`config.mk`:
```
export PLATFORM = sky130hd
export DESIGN_NAME = cache_controller
export DESIGN_NICKNAME = d
export VERILOG_FILES = /design/src/rtl/cache_controller.sv
export SDC_FILE = /design/constraint.sdc
export NUM_CORES = 1
export LEC_CHECK = 0
export ABC_CLOCK_PERIOD_IN_PS = 4400
export CAP_MARGIN = 20
export CORE_MARGIN = 2
export CORE_UTILIZATION = 59
export DETAILED_ROUTE_END_ITERATION = 6
export MAX_ROUTING_LAYER = met4
export PLACE_DENSITY_LB_ADDON = 0.25
export SETUP_SLACK_MARGIN = 0.05
export SLEW_MARGIN = 20
export SYNTH_ARGS = -nofsm -noshare
export SYNTH_HDL_FRONTEND = slang
export SYNTH_SLANG_ARGS = --single-unit
```
`constraint.sdc`:
```
create_clock -name clk -period 4.4 [get_ports clk]
set_clock_uncertainty 0.2 [all_clocks]
set_input_delay 0.66 -clock clk [delete_from_list [all_inputs] [get_ports clk]]
set_output_delay 0.66 -clock clk [all_outputs]
set_load 0.05 [all_outputs]
```
`src/rtl/cache_controller.sv`:
```
// -----------------------------------------------------------------------------
// cache_controller
//
// Direct-mapped, one-word-per-line cache between a CPU port and a single-port
// RAM. Loads that hit return in one cycle; load misses fetch the word from RAM
// (FILL, FILL_WAIT) and return in three. Stores are write-through and
// write-allocate, returning in two. A flush invalidates every line at once.
// Load hits and load misses are counted in saturating 16-bit counters.
//
// Ports
//   clk, rst              clock; synchronous active-high reset
//   cpu_req, cpu_we       request strobe (sampled in IDLE only), 1 = store
//   cpu_flush             invalidate all lines (sampled in IDLE only)
//   cpu_addr, cpu_wdata   word address and store data, latched on acceptance
//   cpu_rdata             load data, zero whenever cpu_ready is low
//   cpu_ready, hit        one-cycle completion pulse; hit = load served by cache
//   mem_addr, mem_wdata   RAM address / write data (always the latched values)
//   mem_rdata             RAM read data, valid one cycle after a read access
//   mem_cs, mem_we, mem_oe RAM chip-select, write-enable, output-enable
//   hit_count, miss_count saturating load hit / load miss counters
// -----------------------------------------------------------------------------
module cache_controller #(
    parameter int ADDR_WIDTH = 14,
    parameter int DATA_WIDTH = 16,
    parameter int INDEX_BITS = 4
) (
    input  logic                  clk,
    input  logic                  rst,
    input  logic                  cpu_req,
    input  logic                  cpu_we,
    input  logic                  cpu_flush,
    input  logic [ADDR_WIDTH-1:0] cpu_addr,
    input  logic [DATA_WIDTH-1:0] cpu_wdata,
    output logic [DATA_WIDTH-1:0] cpu_rdata,
    output logic                  cpu_ready,
    output logic                  hit,
    output logic [ADDR_WIDTH-1:0] mem_addr,
    output logic [DATA_WIDTH-1:0] mem_wdata,
    input  logic [DATA_WIDTH-1:0] mem_rdata,
    output logic                  mem_cs,
    output logic                  mem_we,
    output logic                  mem_oe,
    output logic [15:0]           hit_count,
    output logic [15:0]           miss_count
);

    localparam int NUM_LINES = 1 << INDEX_BITS;
    localparam int TAG_BITS  = ADDR_WIDTH - INDEX_BITS;

    typedef enum logic [2:0] {
        IDLE,
        FILL,
        FILL_WAIT,
        WRITE,
        RESP
    } state_t;

    state_t                state;
    logic [ADDR_WIDTH-1:0] addr_q;
    logic [DATA_WIDTH-1:0] wdata_q;
    logic [NUM_LINES-1:0]  valid_q;

    logic [DATA_WIDTH-1:0] line_data [NUM_LINES];
    logic [TAG_BITS-1:0]   line_tag  [NUM_LINES];

    logic [INDEX_BITS-1:0] req_index;
    logic [TAG_BITS-1:0]   req_tag;
    logic [INDEX_BITS-1:0] lat_index;
    logic [TAG_BITS-1:0]   lat_tag;
    logic                  lookup_hit;
    logic                  line_we;
    logic [DATA_WIDTH-1:0] line_wdata;

    // Lookup uses the live request so a hit can answer in the next cycle.
    assign req_index  = cpu_addr[INDEX_BITS-1:0];
    assign req_tag    = cpu_addr[ADDR_WIDTH-1:INDEX_BITS];
    assign lat_index  = addr_q[INDEX_BITS-1:0];
    assign lat_tag    = addr_q[ADDR_WIDTH-1:INDEX_BITS];
    assign lookup_hit = valid_q[req_index] && (line_tag[req_index] == req_tag);

    // The RAM always sees the latched transaction; only the strobes change.
    assign mem_addr  = addr_q;
    assign mem_wdata = wdata_q;

    function automatic logic [15:0] sat_inc(input logic [15:0] value);
        return (value == 16'hFFFF) ? value : value + 16'd1;
    endfunction

    // Line update happens on the edge leaving FILL_WAIT or WRITE, so a reset
    // on that edge aborts it.
    always_comb begin
        // NOTE: defaults first so every path assigns both signals; a missing
        // branch would otherwise infer a latch.
        line_we    = 1'b0;
        line_wdata = wdata_q;
        if (!rst) begin
            if (state == FILL_WAIT) begin
                line_we    = 1'b1;
                line_wdata = mem_rdata;
            end else if (state == WRITE) begin
                line_we = 1'b1;
            end
        end
    end

    // NOTE: line data and tags are deliberately not reset; valid_q alone
    // decides whether a line means anything, and a reset loop over the
    // arrays would stop them mapping onto plain RAM.
    always_ff @(posedge clk) begin
        if (line_we) begin
            line_data[lat_index] <= line_wdata;
            line_tag[lat_index]  <= lat_tag;
        end
    end

    always_ff @(posedge clk) begin
        if (rst) begin
            state      <= IDLE;
            valid_q    <= '0;
            addr_q     <= '0;
            wdata_q    <= '0;
            hit_count  <= '0;
            miss_count <= '0;
            cpu_ready  <= 1'b0;
            hit        <= 1'b0;
            cpu_rdata  <= '0;
            mem_cs     <= 1'b0;
            mem_we     <= 1'b0;
            mem_oe     <= 1'b1;
        end else begin
            // NOTE: non-blocking throughout, so these defaults and the
            // per-state overrides below all act on pre-edge values and the
            // last assignment wins without ordering hazards.
            cpu_ready <= 1'b0;
            hit       <= 1'b0;
            cpu_rdata <= '0;
            mem_cs    <= 1'b0;
            mem_we    <= 1'b0;
            mem_oe    <= 1'b1;

            case (state)
                IDLE: begin
                    if (cpu_flush) begin
                        // A request arriving with the flush is dropped.
                        valid_q <= '0;
                    end else if (cpu_req) begin
                        addr_q  <= cpu_addr;
                        wdata_q <= cpu_wdata;
                        if (cpu_we) begin
                            state  <= WRITE;
                            mem_cs <= 1'b1;
                            mem_we <= 1'b1;
                            mem_oe <= 1'b0;
                        end else if (lookup_hit) begin
                            state     <= RESP;
                            cpu_ready <= 1'b1;
                            hit       <= 1'b1;
                            cpu_rdata <= line_data[req_index];
                            hit_count <= sat_inc(hit_count);
                        end else begin
                            state  <= FILL;
                            mem_cs <= 1'b1;
                        end
                    end
                end

                // RAM samples the address at the end of FILL.
                FILL: state <= FILL_WAIT;

                // mem_rdata is valid now; answer and count the miss together.
                FILL_WAIT: begin
                    state               <= RESP;
                    valid_q[lat_index]  <= 1'b1;
                    cpu_ready           <= 1'b1;
                    cpu_rdata           <= mem_rdata;
                    miss_count          <= sat_inc(miss_count);
                end

                WRITE: begin
                    state              <= RESP;
                    valid_q[lat_index] <= 1'b1;
                    cpu_ready          <= 1'b1;
                end

                RESP:    state <= IDLE;
                default: state <= IDLE;
            endcase
        end
    end

endmodule

```
# [Word-level counts from Yosys, hierarchy flattened]
# Memory sizes are Yosys's and may differ from the RTL's.
# Cells that the tools add are included.
[word_totals] reg_bits=102 ramBits=416 inputBits=51 out_inout_bits=83 mem_count=2
[op_classes] n_addsub=2 order_cmp=3 eq_ne=9 n_mux=32 n_bitwise=7 n_reduce_logical=12
[memory_table] name="line_data" words=16 word_bits=16 rd=1 rd_ports_with_merged_regs=0 wr=1 line="63" rtl="logic [DATA_WIDTH-1:0] line_data [NUM_LINES];"
[memory_table] name="line_tag" words=16 word_bits=10 rd=1 rd_ports_with_merged_regs=0 wr=1 line="64" rtl="logic [TAG_BITS-1:0] line_tag [NUM_LINES];"
[op_table] cell="16-bit two-way mux" n=7
[op_table] cell="16-bit case mux with 2 select lines" n=2
[op_table] cell="16-bit by 1-bit adder with 16-bit output (second input constant)" n=2
[op_table] cell="16-bit equality test (second input constant)" n=2
[op_table] cell="16-bit bitwise OR" n=1
[op_table] cell="1-bit two-way mux" n=15
[op_table] cell="3-bit two-way mux" n=4
[op_table] cell="10-bit equality test" n=1
[op_table] cell="4-bit by 5-bit less-than comparator with 1-bit output (second input constant)" n=2
[op_table] cell="3-bit case mux with 3 select lines" n=1
[op_table] cell="3-bit by 2-bit equality test with 1-bit output (second input constant)" n=2
[op_table] cell="2-bit inequality test (second input constant)" n=3
[op_table] cell="1-bit inverter" n=6
[op_table] cell="2-bit AND reduction" n=3
[op_table] cell="6-bit AND reduction" n=1
[op_table] cell="1-bit binary-select mux with 4-bit select" n=1
[op_table] cell="1-bit demux with 4-bit select" n=1
[op_table] cell="4-bit by 1-bit >= comparator with 1-bit output (second input constant)" n=1
[op_table] cell="2-bit OR reduction" n=2
[op_table] cell="4-bit OR reduction" n=1
[op_table] cell="3-bit by 1-bit equality test with 1-bit output (second input constant)" n=1
[op_table] cell="3-bit zero test" n=1
[op_table] cell="3-bit AND reduction" n=1
[op_table] cell="1-bit logical AND" n=2
[op_table] cell="other kinds (2)" n=2

# [Longest topological paths before layout]
# Gate-level depths: netlist (run 1).
[logic_depth] ltp_word=8 depth_mapped=14 depth_no_buf=9

# [Worst setup path after synthesis (run 1)]
# No wires, ideal clock.
[synth_path] path_type="register -> register" startpoint="register addr_q[1], in the netlist mem_addr[1]" endpoint="memory line_data[2][0], enable pin" setup_time_ns=0.442 t_arrival_ns=3.267 required_time_ns=3.758 path_slack_ns=0.491 stages_incl_launch_ff=5 n_path_buf=1 synth_period_minus_slack_ns=3.909 path_cell_list="dfxtp_1 clkbuf_1 nand2b_1 or3_1 nor3_1"
[synth_lines] item="from (decl)" line="59" rtl="logic [ADDR_WIDTH-1:0] addr_q;"
[synth_lines] item="from (signal assigned)" line="147" rtl="addr_q <= cpu_addr;"
[synth_lines] item="to (decl)" line="63"
# No word-level cell before the write port.

# [Final worst setup path (run 1)]
[layout_path] startpoint="input port cpu_addr[1]" endpoint="register hit_count[7]"
[layout_between] elab_chain_cells=4
[layout_rtl] item="from (decl)" line="32" rtl="input logic [ADDR_WIDTH-1:0] cpu_addr,"
[layout_rtl] item="memory read 16 x 10 bit / 1-bit binary-select mux with 4-bit select (equally long branches)"
[layout_rtl] item="10-bit equality test / 1-bit two-way mux (equally long branches)" line="79" rtl="assign lookup_hit = valid_q[req_index] && (line_tag[req_index] == req_tag);"
[layout_rtl] item="1-bit logical AND (*)" line="79"
[layout_rtl] item="6-bit AND reduction (no line) (*)"
[layout_rtl] item="to (signal assigned)" line="159" rtl="hit_count <= sat_inc(hit_count);"
[layout_rtl] item="to (decl)" line="43" rtl="output logic [15:0] hit_count,"
# Mark *: on every way between the ends. The rest lies on a longest branch, timed or not. The select of a mux whose other input is x is not followed.
# A chain may end at the register's enable or synchronous reset.

==> reports/metrics.yaml, run 1 <==
timing:
  slew_viol_final: 0
  setup_tns_ns: 0
  rsz0062_at_grt: "no"
  tightest_slew_ns: 0.9546
  period_share_pct: 83.40
  relSlewSlack_pct: 36.36
  finalHoldViolations: 0
  finalSetupViolCount: 0
  fin_crit_ns: 3.669
  fmax_mhz: 272.5
drt:
  dr.first_iter.drc_count: 1388
  dr.pass1.iters: 5
  antenna_left: 0
  via_count: 11747
  routed_wirelength_mm: 48.79
  wl_per_cell_um: 25.98
  route.detailed.drc: 0
  viasPerCell: 6.255
die:
  rows: 68
  start_util_pct: 59.48
  dieArea_mm2: 0.03607
  die_h_um: 189.9
  ios: 134
  die_w_um: 189.9
  core_mm2: 0.03429
run_status:
  outcome: "finished clean"
power_and_ir_drop:
  switchingPower_mw: 2.193
  powerDensity_mw_per_mm2: 432.4
  peakVddDrop_uv: 368.4
  netSwitchingFraction_pct: 20.99
  power.total_mw: 10.44
  seq_power_share_pct: 51.3
  p_clk_share_pct: 43.1
  p_int_mw: 8.251
  leakage_nw: 7.969
  comb_power_share_pct: 5.6
critical_path:
  cp-end-kind: "flip-flop"
  start_kind: "primary input"
  reg2reg_depth: 9
  rr_startpoint: "line_tag[7][8]$_DFFE_PP_"
  crit_path_max_incr_delay_ns: 0.57
  path_cells: "buf_2, mux4_2, mux2i_1, xor2_1, nand3_1, a2111oi_4, nand3_2, buf_4, or3_1, a21oi_1"
  ff2ff_setup_slack_ns: 0.96
  cp.arrival_ns: 3.97
  required_ns: 4.70
  path_max_fanout: 17
  critical-path-slowest-cell: "mux4_2"
  timing.rr.end: "hit_count[7]$_SDFFE_PP0P_"
  path_class: "in -> reg"
hold_path:
  holdPathEnd: "mem_addr[2]$_SDFFE_PP0P_"
  hold_class: "in -> reg"
  min_delay_path_depth: 2
  hp-start: "rst"
synth:
  syn_nets: 1268
  syn_inst: 1215
  syn_area_mm2: 0.02039
  yosys_warnings: 0
  synth_async_sr_flop_share_pct: 0
  synth_edf_count: 416
  synthDistinctLibCells: 58
  seq_area_frac_synth_pct: 71.27
  synthFlopType: "edfxtp_1"
  synth.ff_latch_count: 518
  avgSynthCellArea_um2: 16.78
cts:
  post-cts-setup-buffers: 0
  cts_buffers: 51
  clock_path_buffers: 3
  cts_resized: 0
  cts.hold.buffers_added: 0
  clk_pin_slew_ns: 0.06
  htree_levels: 2
  cts.sinks: 518
  worstSkewPairLatency_ns: 0.58
  root_buffer: "clkbuf_16"
  cts_tree: "yes"
grt:
  grt_pass1_vias: 11647
  antenna_found_initial: 1
  grt.total_usage_pct: 28.57
  grt_max_degree: 65
  overflow: 0
  grt_pass1_wl_mm: 72.93
finish:
  area_delta_synth_final_pct: 18.44
  fin_nets: 1433
  diodes: 0
  final_cell_area_mm2: 0.02415
  drive_gt1_share_pct: 19.26
placement:
  hpwl_mm: 28.14
  io_buffers: 133
  place_area_mm2: 0.02240
  place.gp.congestion: 0.8362
job:
  maxCapViolations: 0
[through the flow]
stage	setup slack, ns	std cells	util, %	hold slack (ns)
final	0.7306	1878	70.45	0.2679
after global routing	0.5091	1878	70.45	0.2663
after CTS	0.7648	1878	70.44	0.2399
after detailed placement	0.1870	1782	65.34	0.2519
after global placement	0.3097	1782	65.34	0.2432
after floorplan	0.4910	1215	-	0.2351
[layer usage]
| layer | up-vias | global-route usage [%] | wire length, µm |
|---|---|---|---|
| li1 | 5051 | - | - |
| met1 | 5956 | 39.71 | 19330 |
| met2 | 651 | 44.83 | 23690 |
| met3 | 89 | 4.649 | 4575 |
| met4 | 0 | 7.662 | 1194 |
| met5 | - | - | 0 |
[registers in the layout, indices dropped and copies added (netlist names)]
signal / count
line_tag: 160
mem_cs: 1
state: 3
line_data: 256
cpu_rdata: 16
miss_count: 16
mem_addr: 14
hit_count: 16
hit: 1
mem_we: 1
cpu_ready: 1
mem_oe: 1
valid_q: 16
mem_wdata: 16
[cells in the mapped netlist, types with 4 or more instances]
master,number,area share (%)
mux2_2,6,0.33
nor2_1,61,1.1
mux2i_1,32,1.6
inv_1,30,0.55
nand2_1,132,2.4
or2_2,6,0.18
a211oi_1,5,0.18
clkbuf_1,33,0.61
mux4_2,115,13
edfxtp_1,416,61
buf_1,7,0.13
nor3_1,12,0.29
nand2b_1,8,0.25
o21a_1,16,0.59
nor2b_1,4,0.12
buf_4,5,0.18
nor4_1,6,0.18
or3_1,15,0.46
nand4_1,9,0.28
a21oi_1,46,1.1
xor2_1,20,0.86
buf_2,13,0.32
dfxtp_1,102,10
nand3_1,25,0.61
o21ai_0,31,0.76
xnor2_1,4,0.17
[logic make-up (layout without fill, tap and decap cells)]
logic type      Yosys count  count (layout)  share of synthesized area [%]
simple gates            296             296                          6.620
xor+xnor                 24              24                          1.031
flops                   518             518                          71.27
mux                     156             156                          14.91
buf+inv                  92             300                          2.098
compound gates          127             127                          3.945
fa+ha+maj                 2               2                         0.1227
[critical path: cells and delay by family]
kind                   cells  cell delay [ns]
multiplexers               2             0.77
AND/OR/NAND/NOR            3             0.87
AO/OA/AOI/OAI              2             0.71
buffers and inverters      2             0.66
XOR/XNOR                   1             0.27
[worst max-delay path by stage]
| stage | slack (ns) | end | cells after the start | start |
|---|---|---|---|---|
| 2_1_floorplan | 0.49 | line_data[2][0]$_DFFE_PP_ | 4 | mem_addr[1]$_SDFFE_PP0P_ |
| 3_3_place_gp | 0.31 | hit_count[5]$_SDFFE_PP0P_ | 10 | cpu_addr[1] |
| 3_5_place_dp | 0.19 | hit_count[7]$_SDFFE_PP0P_ | 10 | cpu_addr[1] |
| 4_1_cts | 0.76 | hit_count[7]$_SDFFE_PP0P_ | 10 | cpu_addr[1] |
| 5_1_grt | 0.51 | hit_count[7]$_SDFFE_PP0P_ | 10 | cpu_addr[1] |
| 6_report | 0.73 | hit_count[7]$_SDFFE_PP0P_ | 10 | cpu_addr[1] |
[layout make-up]
class | count | area (µm²)
Timing Repair Buffer | 174 | 1640
Sequential cell | 518 | 14530
Fill cell | 2124 | 10130
Clock buffer | 72 | 1439
Inverter | 30 | 112.6
Clock inverter | 24 | 307.8
Multi-Input combinational cell | 605 | 5552
Tap cell | 455 | 569.3
[placed cells by master (no fill, tap or decap), drive strengths merged, types with 3 or more instances in the layout]
cell type and n:
a211oi 5, a21oi 46, a221o 3, a221oi 3, a22oi 3, buf 45, bufinv 7, clkbuf 72
clkdlybuf4s50 129, clkinv 12, dfxtp 102, edfxtp 416, inv 33, mux2 7, mux2i 32, mux4 117
nand2 132, nand2b 8, nand3 26, nand4 9, nor2 61, nor2b 4, nor3 12, nor3b 3
nor4 7, o21a 16, o21ai 31, o31ai 3, or2 7, or3 15, or4 3, xnor2 4
xor2 20
[power by group through the flow]
stage	Combinational, mW	Clock (mW)	Sequential [mW]
floorplan	0.330	0	5.51
global placement	0.571	0	5.46
detailed placement	0.582	0	5.46
CTS	0.591	4.54	5.36
global route	0.627	4.74	5.36
finish	0.590	4.50	5.36
No activity file was read; power rests on OpenSTA's default activity.
==> run 2, diff against run 1 <==
- ABC_CLOCK_PERIOD_IN_PS: 4400 -> 3100
- CORE_UTILIZATION: 59 -> 53
- clock period: 4.4 -> 3.1 ns (I/O delays scaled with it)
==> run 2 against run 1 <==
Sequential share of layout area down 2.1 points. Worst setup slack worse by 0.70 ns. Flip-flop and latch count unchanged. First-iteration DRC count fell by 18%. Critical endpoint is now hit_count[13]$_SDFFE_PP0P_. Register-to-register slack got worse by 0.93 ns. Critical path type is now reg -> reg. Clock power grew 40%.
==> reports/metrics.yaml, run 2 (synthesis gave the netlist of run 1 again) <==
finish:
  largest_reg_flops: 256  # unchanged
  nFillCells: 2568  # +21%
  diodes: 0  # unchanged
  final_cell_mix: "416 x edfxtp_1, 132 x nand2_1, 129 x clkdlybuf4s50_1"
  final_cell_area_mm2: 0.02505  # +3.7%
  utilization_pct: 66.34  # -4.1 points
  fin_nets: 1483  # +3.5%
  multi_input_area_mm2: 0.005733  # +3.3%
  area_delta_synth_final_pct: 22.82
  seq_area_mm2: 0.01453  # unchanged
  reg_top3: "line_data: 256 flops, line_tag: 160 flops"
  regMostFlops: "line_data"
  drive_gt1_share_pct: 24.22  # +5.0 points
  layout_commonest_cell: "edfxtp_1"
die:
  rows: 71  # +4.4%
  dieArea_mm2: 0.04006  # +11%
  ios: 134  # unchanged
  core_mm2: 0.03776  # +10%
  start_util_pct: 54.01  # -5.5 points
  die_h_um: 200.2  # +5.4%
  die_w_um: 200.2  # +5.4%
critical_path:
  start_kind: "flip-flop"
  cp.arrival_ns: 3.40  # -0.57 ns
  path_class: "reg -> reg"
  path_max_fanout: 23  # +6
  reg2reg_depth: 9  # unchanged
  cp-end-kind: "flip-flop"
  required_ns: 3.43  # -1.27 ns
timing:
  fin_crit_ns: 3.069
  finalSetupViolCount: 0  # unchanged
  slew_viol_final: 0  # unchanged
  whs_ns: 0.1111  # -0.1568 ns
  tightest_slew_ns: 0.9591  # +0.004476 ns
  setup_tns_ns: 0  # unchanged
  rsz0062_at_grt: "yes"
  finalHoldViolations: 0  # unchanged
  fmax_mhz: 325.8
  relSlewSlack_pct: 36.06  # -0.30 points
  period_share_pct: 99.00
cts:
  worstSkewPairLatency_ns: 0.60  # +0.02 ns
  clk_pin_slew_ns: 0.06  # about the same
  htree_levels: 2  # unchanged
  cts_tree: "yes"
  root_buffer: "clkbuf_16"
  cts_buffers: 52  # +2.0%
  clock_path_buffers: 3  # unchanged
  cts.sinks: 518  # unchanged
power_and_ir_drop:
  powerDensity_mw_per_mm2: 591.1  # +37%
  peakVddDrop_uv: 517.7  # +41%
  leakage_nw: 8.320  # +4.4%
drt:
  antenna_left: 0  # unchanged
  routed_wirelength_mm: 49.72  # +1.9%
  via_count: 11861  # +0.97%
  wl_per_cell_um: 25.05  # -3.6%
  dr.pass1.iters: 5  # unchanged
  dr.first_iter.drc_count: 1133  # -18%
  viasPerCell: 5.975  # -4.5%
  route.detailed.drc: 0  # unchanged
grt:
  grt_max_degree: 47  # -28%
  overflow: 0  # unchanged
  grt_pass1_wl_mm: 73.85  # +1.3%
  grt_pass1_vias: 11750  # +0.88%
  grt.total_usage_pct: 25.56  # -3.0 points
  antenna_found_initial: 0  # -1
hold_path:
  hold_class: "in -> reg"
  min_delay_path_depth: 2  # unchanged
placement:
  hpwl_mm: 29.38  # +4.4%
  io_buffers: 133  # unchanged
  place.gp.congestion: 0.8442  # +0.96%
  place_area_mm2: 0.02308  # +3.0%
job:
  maxCapViolations: 0  # unchanged
run_status:
  outcome: "finished clean"
## run 2: per-layer routing
metal,GRT usage (%),vias to the layer above,wire length [µm]
li1,-,5163,-
met1,35.15,6153,20390
met2,40.79,486,24610
met3,3.791,59,3842
met4,6.210,0,873
met5,-,-,0
## run 2: worst paths after layout
| check | startpoint | end | slack (ns) |
|---|---|---|---|
| min | rst | mem_wdata[4]$_SDFFE_PP0P_ | 0.11 |
| max reg2reg | line_tag[7][6]$_DFFE_PP_ | hit_count[13]$_SDFFE_PP0P_ | 0.03 |
| min reg2reg | valid_q[9]$_SDFFE_PP0P_ | valid_q[9]$_SDFFE_PP0P_ | 0.26 |
| max | line_tag[7][6]$_DFFE_PP_ | hit_count[13]$_SDFFE_PP0P_ | 0.03 |
## run 2: layout make-up
cell class | count | share of cell area [%]
clock buffer | 65 | 5.710
timing repair buffer | 223 | 9.127
multi-input combinational | 605 | 22.89
clock inverter | 33 | 1.239
sequential | 518 | 58.03
inverter | 30 | 0.4546
tap | 511 | 2.553
## run 2: critical path, cell delays in order (launching register included)
cell and delay, ns:
edfxtp_1 0.35, mux4_2 0.51, mux2i_2 0.19, xor2_1 0.24, nand3_2 0.15, a2111oi_4 0.48, nand3_2 0.13, buf_8 0.18
or4_1 0.42, a21oi_2 0.15
## run 2: report_power, final
group	switching (mW)	internal [mW]	leakage, nW
registers	0.0444	7.55	4.53
logic	0.528	0.389	2.92
clock network	2.67	3.63	0.871
total	3.24	11.6	8.32
## run 2: timing repair
item | 4_1_cts | 5_1_grt
gates cloned | 0 | 3
pin swaps | 2 | 16
hold buffers | 0 | 0
gates resized for setup | 12 | 41
buffers inserted | 1 | 1
endpoints found under the setup margin | 6 | 31
## run 2: per-stage QoR
stage	worst slack, ns	instances	total power [mW]
after floorplan	-0.1396	1215	8.289
after global placement	-0.5376	1884	8.610
after detailed placement	-0.5998	1884	8.629
after CTS	0.05294	1983	14.86
after global routing	-0.08528	1985	15.22
final	0.03092	1985	14.81
